## config.mk

```make
export PLATFORM = sky130hd
export DESIGN_NAME = uart_load_controller_flat
export DESIGN_NICKNAME = d
export VERILOG_FILES = /design/src/rtl/uart_load_controller_pkg.sv /design/src/rtl/uart_load_controller_if.sv /design/src/rtl/uart_load_controller_word_packer.sv /design/src/rtl/uart_load_controller.sv /design/src/flat_wrapper.sv
export SDC_FILE = /design/constraint.sdc
export NUM_CORES = 1
export LEC_CHECK = 0
export ABC_CLOCK_PERIOD_IN_PS = 3600
export CORE_ASPECT_RATIO = 0.6
export CORE_UTILIZATION = 25
export CTS_BUF_LIST = sky130_fd_sc_hd__clkbuf_4
export DETAILED_ROUTE_END_ITERATION = 6
export GPL_TIMING_DRIVEN = 0
export PLACE_DENSITY = 0.44
export SYNTH_ARGS = -nofsm -noshare
export SYNTH_HDL_FRONTEND = slang
export SYNTH_HIERARCHICAL = 1
export SYNTH_SLANG_ARGS = --single-unit
```

## constraint.sdc

```tcl
create_clock -name clk -period 3.6 [get_ports clk]
set_input_delay 0.72 -clock clk [delete_from_list [all_inputs] [get_ports clk]]
set_output_delay 0.72 -clock clk [all_outputs]
set_load 0.05 [all_outputs]
```

## src/rtl/uart_load_controller_pkg.sv

```systemverilog
// Shared definitions for the UART program/data download path: FSM state
// encodings, byte/length widths and default memory geometry.
package uart_load_controller_pkg;

    localparam int DEFAULT_ISA_WIDTH = 32;
    localparam int DEFAULT_ROM_DEPTH = 14;
    localparam int UART_BYTE_WIDTH   = 8;
    localparam int LOAD_LEN_WIDTH    = 16;

    typedef enum logic [2:0] {
        LOAD_ST_IDLE  = 3'd0,
        LOAD_ST_REQ   = 3'd1,
        LOAD_ST_HDR0  = 3'd2,
        LOAD_ST_HDR1  = 3'd3,
        LOAD_ST_DATA  = 3'd4,
        LOAD_ST_WRITE = 3'd5,
        LOAD_ST_DONE  = 3'd6,
        LOAD_ST_ERROR = 3'd7
    } load_state_t;

    // The length header arrives low byte first.
    function automatic logic [LOAD_LEN_WIDTH-1:0] join_len(
        input logic [UART_BYTE_WIDTH-1:0] lo,
        input logic [UART_BYTE_WIDTH-1:0] hi
    );
        return {hi, lo};
    endfunction

endpackage

```

## src/rtl/uart_load_controller_if.sv

```systemverilog
// Bundle between the download controller, the UART receiver, the hazard unit
// and the instruction/data memory upload port.
interface uart_load_controller_if
    import uart_load_controller_pkg::*;
#(
    parameter int ROM_DEPTH = DEFAULT_ROM_DEPTH,
    parameter int ISA_WIDTH = DEFAULT_ISA_WIDTH
);

    logic                       start_load;
    logic                       load_grant;
    logic                       rx_valid;
    logic [UART_BYTE_WIDTH-1:0] rx_data;
    logic                       load_req;
    logic                       uart_disable;
    logic                       uart_write_enable;
    logic [ISA_WIDTH-1:0]       uart_data;
    logic [ROM_DEPTH:0]         uart_addr;
    logic                       pc_reset;
    logic                       busy;
    logic                       error;
    logic [ROM_DEPTH+1:0]       words_loaded;

    // The controller drives the memory upload port, so it is the master.
    modport master (
        input  start_load, load_grant, rx_valid, rx_data,
        output load_req, uart_disable, uart_write_enable, uart_data, uart_addr,
               pc_reset, busy, error, words_loaded
    );

    modport slave (
        output start_load, load_grant, rx_valid, rx_data,
        input  load_req, uart_disable, uart_write_enable, uart_data, uart_addr,
               pc_reset, busy, error, words_loaded
    );

endinterface

```

## src/rtl/uart_load_controller_word_packer.sv

```systemverilog
// Packs a little-endian byte stream into ISA_WIDTH words; word/word_ready are
// valid in the cycle the final byte of a word is presented.
module uart_word_packer
    import uart_load_controller_pkg::*;
#(
    parameter int ISA_WIDTH = DEFAULT_ISA_WIDTH
) (
    input  logic                       clk,
    input  logic                       rst_n,
    input  logic                       clear,
    input  logic                       byte_valid,
    input  logic [UART_BYTE_WIDTH-1:0] byte_data,
    output logic [ISA_WIDTH-1:0]       word,
    output logic                       word_ready
);

    localparam int BYTES   = ISA_WIDTH / UART_BYTE_WIDTH;
    localparam int CNT_W   = $clog2(BYTES);
    localparam int SHIFT_W = ISA_WIDTH - UART_BYTE_WIDTH;

    logic [CNT_W-1:0]   byte_cnt;
    logic [SHIFT_W-1:0] shift;

    assign word_ready = byte_valid && (byte_cnt == CNT_W'(BYTES - 1));
    // Earlier bytes sit in the low lanes; the arriving byte takes the top lane.
    assign word       = {byte_data, shift};

    always_ff @(posedge clk or negedge rst_n) begin
        if (!rst_n) begin
            byte_cnt <= '0;
            shift    <= '0;
        end else if (clear) begin
            byte_cnt <= '0;
        end else if (byte_valid) begin
            shift    <= {byte_data, shift[SHIFT_W-1:UART_BYTE_WIDTH]};
            byte_cnt <= word_ready ? '0 : byte_cnt + 1'b1;
        end
    end

endmodule

```

## src/rtl/uart_load_controller.sv

```systemverilog
// Sequences a UART download into instruction/data memory: acquires the memory
// from the hazard unit, parses a word-count header, writes words, restarts the PC.
module uart_load_controller
    import uart_load_controller_pkg::*;
#(
    parameter int ROM_DEPTH      = DEFAULT_ROM_DEPTH,
    parameter int ISA_WIDTH      = DEFAULT_ISA_WIDTH,
    parameter int TIMEOUT_CYCLES = 10000000
) (
    input  logic                   clk,
    input  logic                   rst_n,
    uart_load_controller_if.master bus
);

    localparam int ADDR_W  = ROM_DEPTH + 1;
    localparam int COUNT_W = ROM_DEPTH + 2;
    localparam int CMP_W   = (COUNT_W > LOAD_LEN_WIDTH) ? COUNT_W : LOAD_LEN_WIDTH;
    localparam int TIMER_W = $clog2(TIMEOUT_CYCLES + 1);
    localparam logic [CMP_W-1:0]   MAX_WORDS  = CMP_W'(1) << ADDR_W;
    localparam logic [TIMER_W-1:0] TIMER_LAST = TIMER_W'(TIMEOUT_CYCLES - 1);

    load_state_t                state;
    logic [UART_BYTE_WIDTH-1:0] len_lo;
    logic [LOAD_LEN_WIDTH-1:0]  len;
    logic [TIMER_W-1:0]         timer;

    logic                       load_req_q;
    logic                       uart_disable_q;
    logic                       write_q;
    logic                       pc_reset_q;
    logic                       busy_q;
    logic                       error_q;
    logic [ISA_WIDTH-1:0]       data_q;
    logic [ADDR_W-1:0]          addr_q;
    logic [COUNT_W-1:0]         words_q;

    logic [LOAD_LEN_WIDTH-1:0]  rx_len;
    logic [COUNT_W-1:0]         words_next;
    logic                       in_window;
    logic                       timing;
    logic                       last_word;
    logic                       abort;
    logic                       pack_valid;
    logic                       pack_clear;
    logic                       word_ready;
    logic [ISA_WIDTH-1:0]       word;

    assign rx_len     = join_len(len_lo, bus.rx_data);
    assign words_next = words_q + 1'b1;
    assign last_word  = (CMP_W'(words_next) == CMP_W'(len));

    assign in_window = (state == LOAD_ST_HDR0) || (state == LOAD_ST_HDR1) ||
                       (state == LOAD_ST_DATA) || (state == LOAD_ST_WRITE);
    assign timing    = (state == LOAD_ST_HDR0) || (state == LOAD_ST_HDR1) ||
                       (state == LOAD_ST_DATA);

    // A byte arriving on the expiry cycle beats the timeout.
    assign abort = (in_window && !bus.load_grant) ||
                   (timing && !bus.rx_valid && (timer == TIMER_LAST)) ||
                   ((state == LOAD_ST_HDR1) && bus.rx_valid && (CMP_W'(rx_len) > MAX_WORDS));

    // The byte seen during WRITE starts the next word unless the download ends there.
    assign pack_valid = bus.rx_valid && bus.load_grant &&
                        ((state == LOAD_ST_DATA) || ((state == LOAD_ST_WRITE) && !last_word));
    assign pack_clear = !((state == LOAD_ST_DATA) || (state == LOAD_ST_WRITE));

    uart_word_packer #(
        .ISA_WIDTH (ISA_WIDTH)
    ) u_packer (
        .clk        (clk),
        .rst_n      (rst_n),
        .clear      (pack_clear),
        .byte_valid (pack_valid),
        .byte_data  (bus.rx_data),
        .word       (word),
        .word_ready (word_ready)
    );

    always_ff @(posedge clk or negedge rst_n) begin
        if (!rst_n) begin
            state          <= LOAD_ST_IDLE;
            len_lo         <= '0;
            len            <= '0;
            timer          <= '0;
            load_req_q     <= 1'b0;
            uart_disable_q <= 1'b1;
            write_q        <= 1'b0;
            pc_reset_q     <= 1'b0;
            busy_q         <= 1'b0;
            error_q        <= 1'b0;
            data_q         <= '0;
            addr_q         <= '0;
            words_q        <= '0;
        end else begin
            write_q    <= 1'b0;
            pc_reset_q <= 1'b0;
            if (bus.rx_valid) begin
                timer <= '0;
            end else if (timing) begin
                timer <= timer + 1'b1;
            end

            if (abort) begin
                state          <= LOAD_ST_ERROR;
                error_q        <= 1'b1;
                uart_disable_q <= 1'b1;
                load_req_q     <= 1'b0;
                busy_q         <= 1'b0;
            end else begin
                unique case (state)
                    LOAD_ST_IDLE, LOAD_ST_ERROR: begin
                        if (bus.start_load) begin
                            state      <= LOAD_ST_REQ;
                            load_req_q <= 1'b1;
                            busy_q     <= 1'b1;
                            error_q    <= 1'b0;
                            words_q    <= '0;
                        end
                    end
                    LOAD_ST_REQ: begin
                        if (bus.load_grant) begin
                            state          <= LOAD_ST_HDR0;
                            uart_disable_q <= 1'b0;
                            timer          <= '0;
                        end
                    end
                    LOAD_ST_HDR0: begin
                        if (bus.rx_valid) begin
                            len_lo <= bus.rx_data;
                            state  <= LOAD_ST_HDR1;
                        end
                    end
                    LOAD_ST_HDR1: begin
                        if (bus.rx_valid) begin
                            len <= rx_len;
                            if (rx_len == '0) begin
                                state      <= LOAD_ST_DONE;
                                pc_reset_q <= 1'b1;
                            end else begin
                                state <= LOAD_ST_DATA;
                            end
                        end
                    end
                    LOAD_ST_DATA: begin
                        if (word_ready) begin
                            state   <= LOAD_ST_WRITE;
                            write_q <= 1'b1;
                            data_q  <= word;
                            addr_q  <= words_q[ADDR_W-1:0];
                        end
                    end
                    LOAD_ST_WRITE: begin
                        words_q <= words_next;
                        if (last_word) begin
                            state      <= LOAD_ST_DONE;
                            pc_reset_q <= 1'b1;
                        end else begin
                            state <= LOAD_ST_DATA;
                        end
                    end
                    LOAD_ST_DONE: begin
                        state          <= LOAD_ST_IDLE;
                        uart_disable_q <= 1'b1;
                        load_req_q     <= 1'b0;
                        busy_q         <= 1'b0;
                    end
                    default: state <= LOAD_ST_IDLE;
                endcase
            end
        end
    end

    assign bus.load_req          = load_req_q;
    assign bus.uart_disable      = uart_disable_q;
    // A grant lost during the write cycle suppresses that write.
    assign bus.uart_write_enable = write_q && bus.load_grant;
    assign bus.uart_data         = data_q;
    assign bus.uart_addr         = addr_q;
    assign bus.pc_reset          = pc_reset_q;
    assign bus.busy              = busy_q;
    assign bus.error             = error_q;
    assign bus.words_loaded      = words_q;

endmodule

```

## src/flat_wrapper.sv

```systemverilog
// flat-port wrapper written by rule: the top's interface ports become plain ports
module uart_load_controller_flat import uart_load_controller_pkg::*;
#(
    parameter int ROM_DEPTH      = DEFAULT_ROM_DEPTH,
    parameter int ISA_WIDTH      = DEFAULT_ISA_WIDTH,
    parameter int TIMEOUT_CYCLES = 10000000
)
  (clk, rst_n, bus_start_load, bus_load_grant, bus_rx_valid, bus_rx_data, bus_load_req, bus_uart_disable, bus_uart_write_enable, bus_uart_data, bus_uart_addr, bus_pc_reset, bus_busy, bus_error, bus_words_loaded);
  uart_load_controller_if #(.ROM_DEPTH(ROM_DEPTH), .ISA_WIDTH(ISA_WIDTH)) bus_i ();
  input  logic clk;
  input  logic rst_n;
  input wire logic [$bits(bus_i.start_load)-1:0] bus_start_load;
  input wire logic [$bits(bus_i.load_grant)-1:0] bus_load_grant;
  input wire logic [$bits(bus_i.rx_valid)-1:0] bus_rx_valid;
  input wire logic [$bits(bus_i.rx_data)-1:0] bus_rx_data;
  output wire logic [$bits(bus_i.load_req)-1:0] bus_load_req;
  output wire logic [$bits(bus_i.uart_disable)-1:0] bus_uart_disable;
  output wire logic [$bits(bus_i.uart_write_enable)-1:0] bus_uart_write_enable;
  output wire logic [$bits(bus_i.uart_data)-1:0] bus_uart_data;
  output wire logic [$bits(bus_i.uart_addr)-1:0] bus_uart_addr;
  output wire logic [$bits(bus_i.pc_reset)-1:0] bus_pc_reset;
  output wire logic [$bits(bus_i.busy)-1:0] bus_busy;
  output wire logic [$bits(bus_i.error)-1:0] bus_error;
  output wire logic [$bits(bus_i.words_loaded)-1:0] bus_words_loaded;
  assign bus_i.start_load = bus_start_load;
  assign bus_i.load_grant = bus_load_grant;
  assign bus_i.rx_valid = bus_rx_valid;
  assign bus_i.rx_data = bus_rx_data;
  assign bus_load_req = bus_i.load_req;
  assign bus_uart_disable = bus_i.uart_disable;
  assign bus_uart_write_enable = bus_i.uart_write_enable;
  assign bus_uart_data = bus_i.uart_data;
  assign bus_uart_addr = bus_i.uart_addr;
  assign bus_pc_reset = bus_i.pc_reset;
  assign bus_busy = bus_i.busy;
  assign bus_error = bus_i.error;
  assign bus_words_loaded = bus_i.words_loaded;
  uart_load_controller #(.ROM_DEPTH(ROM_DEPTH), .ISA_WIDTH(ISA_WIDTH), .TIMEOUT_CYCLES(TIMEOUT_CYCLES)) u_core (.clk(clk), .rst_n(rst_n), .bus(bus_i));
endmodule
```

==> Word-level counts from Yosys, hierarchy flattened <==
Index checks and enable logic that the tools add are counted.
{ "totals": {"latch_bits": 0, "out_inout_bits": 69, "ramBits": 0, "register_bits": 145, "mem_bits_ro": 0, "input_bits": 13, "memories": 0, "wordCells": 109} }
{ "classes": {"eq_ne": 17, "shifts": 0, "multipliers": 0, "n_addsub": 3, "n_bitwise": 1, "n_reduce_logical": 37, "magnitude_cmp": 1, "div_mod_pow": 0, "muxes": 36} }
{ "op_table": {"columns": ["operator", "n"], "rows": [
  ["2-to-1 mux 24 bit", 5],
  ["one-hot mux 16 bit (2 select lines)", 1],
  ["adder 24 x 1 -> 24 bit (second input constant)", 1],
  ["== test 24 bit (second input constant)", 1],
  ["one-hot mux 3 bit (7 select lines)", 1],
  ["2-to-1 mux 3 bit", 6],
  ["adder 16 x 1 -> 16 bit (second input constant)", 1],
  ["== test 16 bit", 1],
  ["> comparator 16 bit (second input constant)", 1],
  ["zero test 16 bit", 1],
  ["2-to-1 mux 16 bit", 1],
  ["inequality test 3 x 2 -> 1 bit (second input constant)", 5],
  ["2-to-1 mux 1 bit", 14],
  ["== test 3 bit (second input constant)", 4],
  ["AND reduction 3 bit", 4],
  ["logical AND 1 bit", 10],
  ["2-to-1 mux 2 bit", 5],
  ["AND reduction 2 bit", 4],
  ["logical OR 1 bit", 7],
  ["== test 3 x 2 -> 1 bit (second input constant)", 2],
  ["one-hot mux 1 bit (2 select lines)", 3],
  ["nonzero test 2 bit", 3],
  ["nonzero test 3 bit", 2],
  ["AND reduction 5 bit", 1],
  ["8 further kinds", 11]
]} }

==> Longest topological paths before layout <==
{ "depth": {"depth_word": 10, "ltp_mapped": 12, "ltp_nobuf": 12} }

==> Cells and area by module <==
Netlist, hierarchy kept.
{ "modules_own_cells": {"columns": ["mod", "seq_area_each_um2", "cells_each", "instances", "area_per_inst_um2"], "rows": [
  ["uart_load_controller", 2979.1, 518, 1, 5833.1],
  ["uart_word_packer", 650.6, 69, 1, 1167.4]
]} }

==> Worst setup path before layout <==
No wires, ideal clock.
{ "synth_timing": {"path_type": "reg-to-reg", "startpoint": "register u_core.words_q[3] (netlist: u_core/bus.words_loaded[3])", "endpoint": "register u_core.addr_q[14] (netlist: u_core/bus.uart_addr[14])", "path_stages_with_launch": 13, "slack_ns": 0.182, "required_ns": 3.475, "setup_ns": 0.125, "period_less_slack_ns": 3.418, "n_path_buf": 3, "arrival_ns": 3.293, "cell_sequence": "dfrtp_1 -> clkbuf_1 -> nand4_1 -> nor4_1 -> xnor2_1 -> o2111ai_1 -> nor3_1 -> a21oi_1 -> and2_2 -> and3_4 -> buf_6 -> buf_6 -> mux2_4"} }
{ "synth_between": {"elab_chain_len": 8} }
{ "synth_rtl": {"columns": ["item", "line", "rtl"], "rows": [
  ["start, declared", "uart_load_controller.sv:35", "logic [COUNT_W-1:0] words_q;"],
  ["start signal, assigned", "uart_load_controller.sv:153", "words_q <= words_next;"],
  ["adder 16 x 1 -> 16 bit", "uart_load_controller.sv:49", "assign words_next = words_q + 1'b1;"],
  ["== test 16 bit", "uart_load_controller.sv:50", "assign last_word = (CMP_W'(words_next) == CMP_W'(len));"],
  ["zero test 1 bit", "uart_load_controller.sv:64", "((state == LOAD_ST_DATA) || ((state == LOAD_ST_WRITE) && !last_word));"],
  ["logical AND 1 bit", "uart_load_controller.sv:64", null],
  ["logical OR 1 bit", "uart_load_controller.sv:64", null],
  ["logical AND 1 bit", "uart_load_controller.sv:63", "assign pack_valid = bus.rx_valid && bus.load_grant &&"],
  ["named net u_core.pack_valid", "uart_load_controller.sv:43", "logic pack_valid;"],
  ["logical AND 1 bit", "uart_load_controller_word_packer.sv:24", "assign word_ready = byte_valid && (byte_cnt == CNT_W'(BYTES - 1));"],
  ["named net u_core.word_ready", "uart_load_controller.sv:45", "logic word_ready;"],
  ["AND reduction 3 bit (no line)", null, null],
  ["end signal, assigned", "uart_load_controller.sv:149", "addr_q <= words_q[ADDR_W-1:0];"],
  ["end, declared", "uart_load_controller.sv:34", "logic [ADDR_W-1:0] addr_q;"]
]} }
The timed path passes the listed nets, and every way through them passes these cells.
A chain may end at the register's enable or synchronous reset.

==> Worst setup path after layout <==
{ "layout_timing": {"startpoint": "register u_core.words_q[3] (netlist: u_core/bus.words_loaded[3])", "endpoint": "register u_core.data_q[15] (netlist: u_core/bus.uart_data[15])"} }
{ "layout_between": {"elab_chain_len": 8} }
{ "layout_rtl": {"columns": ["item", "line", "rtl"], "rows": [
  ["adder 16 x 1 -> 16 bit", "uart_load_controller.sv:49", null],
  ["== test 16 bit", "uart_load_controller.sv:50", null],
  ["zero test 1 bit", "uart_load_controller.sv:64", null],
  ["logical AND 1 bit", "uart_load_controller.sv:64", null],
  ["logical OR 1 bit", "uart_load_controller.sv:64", null],
  ["logical AND 1 bit", "uart_load_controller.sv:63", null],
  ["named net u_core.pack_valid", "uart_load_controller.sv:43", null],
  ["logical AND 1 bit", "uart_load_controller_word_packer.sv:24", null],
  ["named net u_core.word_ready", "uart_load_controller.sv:45", null],
  ["AND reduction 3 bit (no line)", null, null],
  ["end signal, assigned", "uart_load_controller.sv:148", "data_q <= word;"],
  ["end, declared", "uart_load_controller.sv:33", "logic [ISA_WIDTH-1:0] data_q;"]
]} }
The timed path passes the listed nets, and every way through them passes these cells.

==> reports/summary.json <==
{
  "met3WireLength_um": 840,
  "register_bit_count_reported_by_yosys": 145,
  "clock_insertion_delay_worst_skew_ns": 0.56,
  "synth_ff_type": "sky130_fd_sc_hd__dfrtp_1",
  "hpwl_mm": 13.2,
  "antenna_violations_before_repair": 2,
  "edff_count_synth": 0,
  "met2_routed_wirelength_mm": 7.80,
  "ys_async_sr_fraction": 1.00,
  "hold_class": "input port to asynchronous set/reset pin",
  "hold_slack_ns": 0.128,
  "crit_path_start_kind": "flop",
  "row_count": 47,
  "dpl-instance-area_mm2": 0.00830,
  "dp.cells": 1036,
  "dr.pass1.iters": 7,
  "powerDensity_mw_per_mm2": 534,
  "fp.coreArea_mm2": 0.0275,
  "run_status": "complete, but fails checks",
  "routed-via-count": 4974,
  "clock_path_buffers": 2,
  "gp_routability_congestion": 0.840,
  "tritoncts_clock_tree": "done",
  "crit_path_end_kind": "flop",
  "start_util": 0.254,
  "post_synth_design_cell_area_mm2": 0.00700,
  "critical_path_required_ns": 4.06,
  "detailedRoute.firstIterationViolations": 323,
  "groute.usage.overall": 0.136,
  "dieWidth_um": 218,
  "synth.largest_area_cell": "sky130_fd_sc_hd__dfrtp_1",
  "die-area_mm2": 0.0287,
  "syn-mean-instance-area_um2": 11.9,
  "gr-total-overflow": 0,
  "final_min_period_over_clock_period": 0.932,
  "finalInstanceArea_mm2": 0.00867,
  "finish.cell_count_without_fillers": 1067,
  "rsz0062_at_grt": "false",
  "area_growth_pct": 23.8,
  "route.antenna.remaining_nets": 0,
  "drc_errors_left": 2,
  "max_freq_ghz": 0.298,
  "post_synthesis_net_count": 603,
  "drt_wl_total_mm": 18.7,
  "clock_tree.htree_level_count": 4,
  "tritoncts_num_sinks": 145,
  "worstPathArrival_ns": 3.81,
  "total_clock_buffers_created_by_cts": 17,
  "routed_wire_length_per_instance_um": 17.5,
  "synthMostInstantiatedCell": "sky130_fd_sc_hd__dfrtp_1",
  "slew-limit-headroom": 0.559,
  "final-setup-viol-count": 0,
  "synthDominantCellAreaShare": 0.515,
  "maxCapViolations": 0,
  "synth.top_cells.by_count": "sky130_fd_sc_hd__dfrtp_1, sky130_fd_sc_hd__mux2_2, sky130_fd_sc_hd__nor2_1",
  "post-route-min-period_ns": 3.36,
  "number_of_pins_with_negative_max_slew_slack_in_the_final_report": 0,
  "synth_sequential_area_ratio": 0.518,
  "io_count": 82,
  "timing.final.hold_violations": 0,
  "worst-setup-path-type": "flop to flop",
  "violated_checks": "design-rule violations",
  "synth_area_leaders": "sky130_fd_sc_hd__dfrtp_1, sky130_fd_sc_hd__mux2_2, sky130_fd_sc_hd__mux2_4",
  "post_synth_inst_count": 587,
  "fin_setup_tns_ns": 0,
  "cts.root.buffer_cell": "sky130_fd_sc_hd__clkbuf_4",
  "top_signal_layer_used": "met5",
  "clk_transition_reported_paths_ns": 0.12,
  "final.setup_skew_ns": 0.0155,
  "yosysWarnings": 6,
  "largest_net_degree_at_the_start_of_global_routing": 85,
  "nFillCells": 2830,
  "port_buffers": 81,
  "grt_pass1_wl_mm": 29.7,
  "nets": 702,
  "vias_per_cell": 4.66,
  "critical_path_peak_fanout": 11,
  "routedLengthMet1_mm": 9.82,
  "layout.core_utilization": 0.315,
  "yosys.cell_types.count": 59,
  "worst_slew_pin_slew_ns": 0.656,
  "grt_pass1_vias": 5030,
  "layout-drive-gt1-share": 0.242,
  "static-leakage-power_uw": 0.00368,
  "peakVddDrop_v": 0.000264,
  "die_h_um": 132
}
worst max-delay path, cell delays in order, from the launching register on:
cell and delay, ns:
sky130_fd_sc_hd__dfrtp_1 0.58, sky130_fd_sc_hd__nand4_1 0.17, sky130_fd_sc_hd__buf_4 0.20, sky130_fd_sc_hd__nor4_4 0.28, sky130_fd_sc_hd__mux2i_1 0.28, sky130_fd_sc_hd__o2111ai_1 0.20
sky130_fd_sc_hd__nor3_2 0.36, sky130_fd_sc_hd__a21oi_2 0.15, sky130_fd_sc_hd__and2_2 0.22, sky130_fd_sc_hd__and3_4 0.17, sky130_fd_sc_hd__buf_6 0.16, sky130_fd_sc_hd__buf_6 0.18
sky130_fd_sc_hd__mux2_4 0.31
routing by layer:
metal,global-route usage,up-vias
li1,-,2305
met1,0.204,2533
met2,0.188,116
met3,0.0400,18
met4,0.0354,2
met5,0,-
cells in the final DEF (no fill, tap or decap), types with 3 or more instances in the layout:
| cell type | count |
|---|---|
| sky130_fd_sc_hd__a21oi_1 | 12 |
| sky130_fd_sc_hd__a31oi_1 | 5 |
| sky130_fd_sc_hd__a32o_1 | 3 |
| sky130_fd_sc_hd__and3_1 | 9 |
| sky130_fd_sc_hd__and4_1 | 5 |
| sky130_fd_sc_hd__buf_2 | 3 |
| sky130_fd_sc_hd__buf_4 | 13 |
| sky130_fd_sc_hd__buf_6 | 5 |
| sky130_fd_sc_hd__bufinv_16 | 3 |
| sky130_fd_sc_hd__clkbuf_1 | 15 |
| sky130_fd_sc_hd__clkbuf_4 | 19 |
| sky130_fd_sc_hd__clkdlybuf4s50_1 | 80 |
| sky130_fd_sc_hd__clkinv_1 | 5 |
| sky130_fd_sc_hd__dfrtp_1 | 143 |
| sky130_fd_sc_hd__inv_1 | 4 |
| sky130_fd_sc_hd__mux2_2 | 57 |
| sky130_fd_sc_hd__mux2_4 | 38 |
| sky130_fd_sc_hd__mux2i_1 | 4 |
| sky130_fd_sc_hd__nand2_1 | 22 |
| sky130_fd_sc_hd__nand2b_1 | 6 |
| sky130_fd_sc_hd__nand3_1 | 25 |
| sky130_fd_sc_hd__nand4_1 | 11 |
| sky130_fd_sc_hd__nor2_1 | 50 |
| sky130_fd_sc_hd__nor2b_1 | 6 |
| sky130_fd_sc_hd__nor3_1 | 8 |
| sky130_fd_sc_hd__nor4_1 | 9 |
| sky130_fd_sc_hd__o2111ai_1 | 4 |
| sky130_fd_sc_hd__o21ai_0 | 26 |
| sky130_fd_sc_hd__o31ai_1 | 8 |
| sky130_fd_sc_hd__xnor2_1 | 13 |
| sky130_fd_sc_hd__xor2_1 | 28 |
per-stage QoR:
stage	setup WS [ns]	total power, µW
final	0.243	4630
after global routing	0.00800	4950
after CTS	0.0345	4690
after detailed placement	-0.513	3550
after global placement	-4.27	3510
after floorplan	0.182	3110
repair_timing:
item	in CTS	in global routing
pin swaps	1	1
hold endpoints to repair	0	0
endpoints found under the setup margin	76	48
buffers inserted	3	0
gates resized for setup	9	6
gates cloned	0	0
hold buffers	0	0
power breakdown:
part	internal (µW)	switching, µW
clock	485	608
sequential	1900	271
combinational	628	737
worst paths after layout:
path                                            start                       end  slack, ns  cells past startpoint
hold reg to reg              u_core/u_packer/shift[7]   u_core/bus.uart_data[7]       0.52                      1
min in group clk             u_core/u_packer/shift[7]   u_core/bus.uart_data[7]       0.52                      1
setup / recovery           u_core/bus.words_loaded[3]  u_core/bus.uart_data[15]       0.24                     12
setup reg to reg           u_core/bus.words_loaded[3]  u_core/bus.uart_data[15]       0.24                     12
hold / removal                                  rst_n           u_core/bus.busy       0.13                      1
max in group asynchronous                       rst_n  u_core/u_packer/shift[2]       2.63                      2
cell type report:
cell class                 instances  area (µm²)  share of cell area
inverter                           4        15.0             0.00173
antenna                            1        2.50            0.000289
sequential                       145        3630               0.419
buffer                            36         240              0.0277
clock buffer                      19         143              0.0165
timing repair buffer              85         862              0.0995
multi-input combinational        397        3170               0.366
clock inverter                    13         143              0.0165
tap                              367         459              0.0530
cells by family (layout without fill, tap and decap cells):
| logic type | Yosys count | in the layout | share of synthesized area |
|---|---|---|---|
| xor+xnor | 41 | 41 | 0.0513 |
| flops | 145 | 145 | 0.518 |
| other cells | 0 | 1 | 0 |
| mux | 99 | 99 | 0.179 |
| buf+inv | 45 | 157 | 0.0390 |
| compound gates | 80 | 80 | 0.0754 |
| fa+ha+maj | 3 | 3 | 0.00536 |
| simple gates | 174 | 174 | 0.132 |
state kept, by name (all words and copies together), names as in the netlist, 3 cells and up:
name                     flops
u_core/bus.uart_data        32
u_core/timer                24
u_core/u_packer/shift       24
u_core/bus.words_loaded     16
u_core/len                  16
u_core/bus.uart_addr        15
u_core/len_lo                8
u_core/state                 3
No activity file was read; power rests on OpenSTA's default activity.
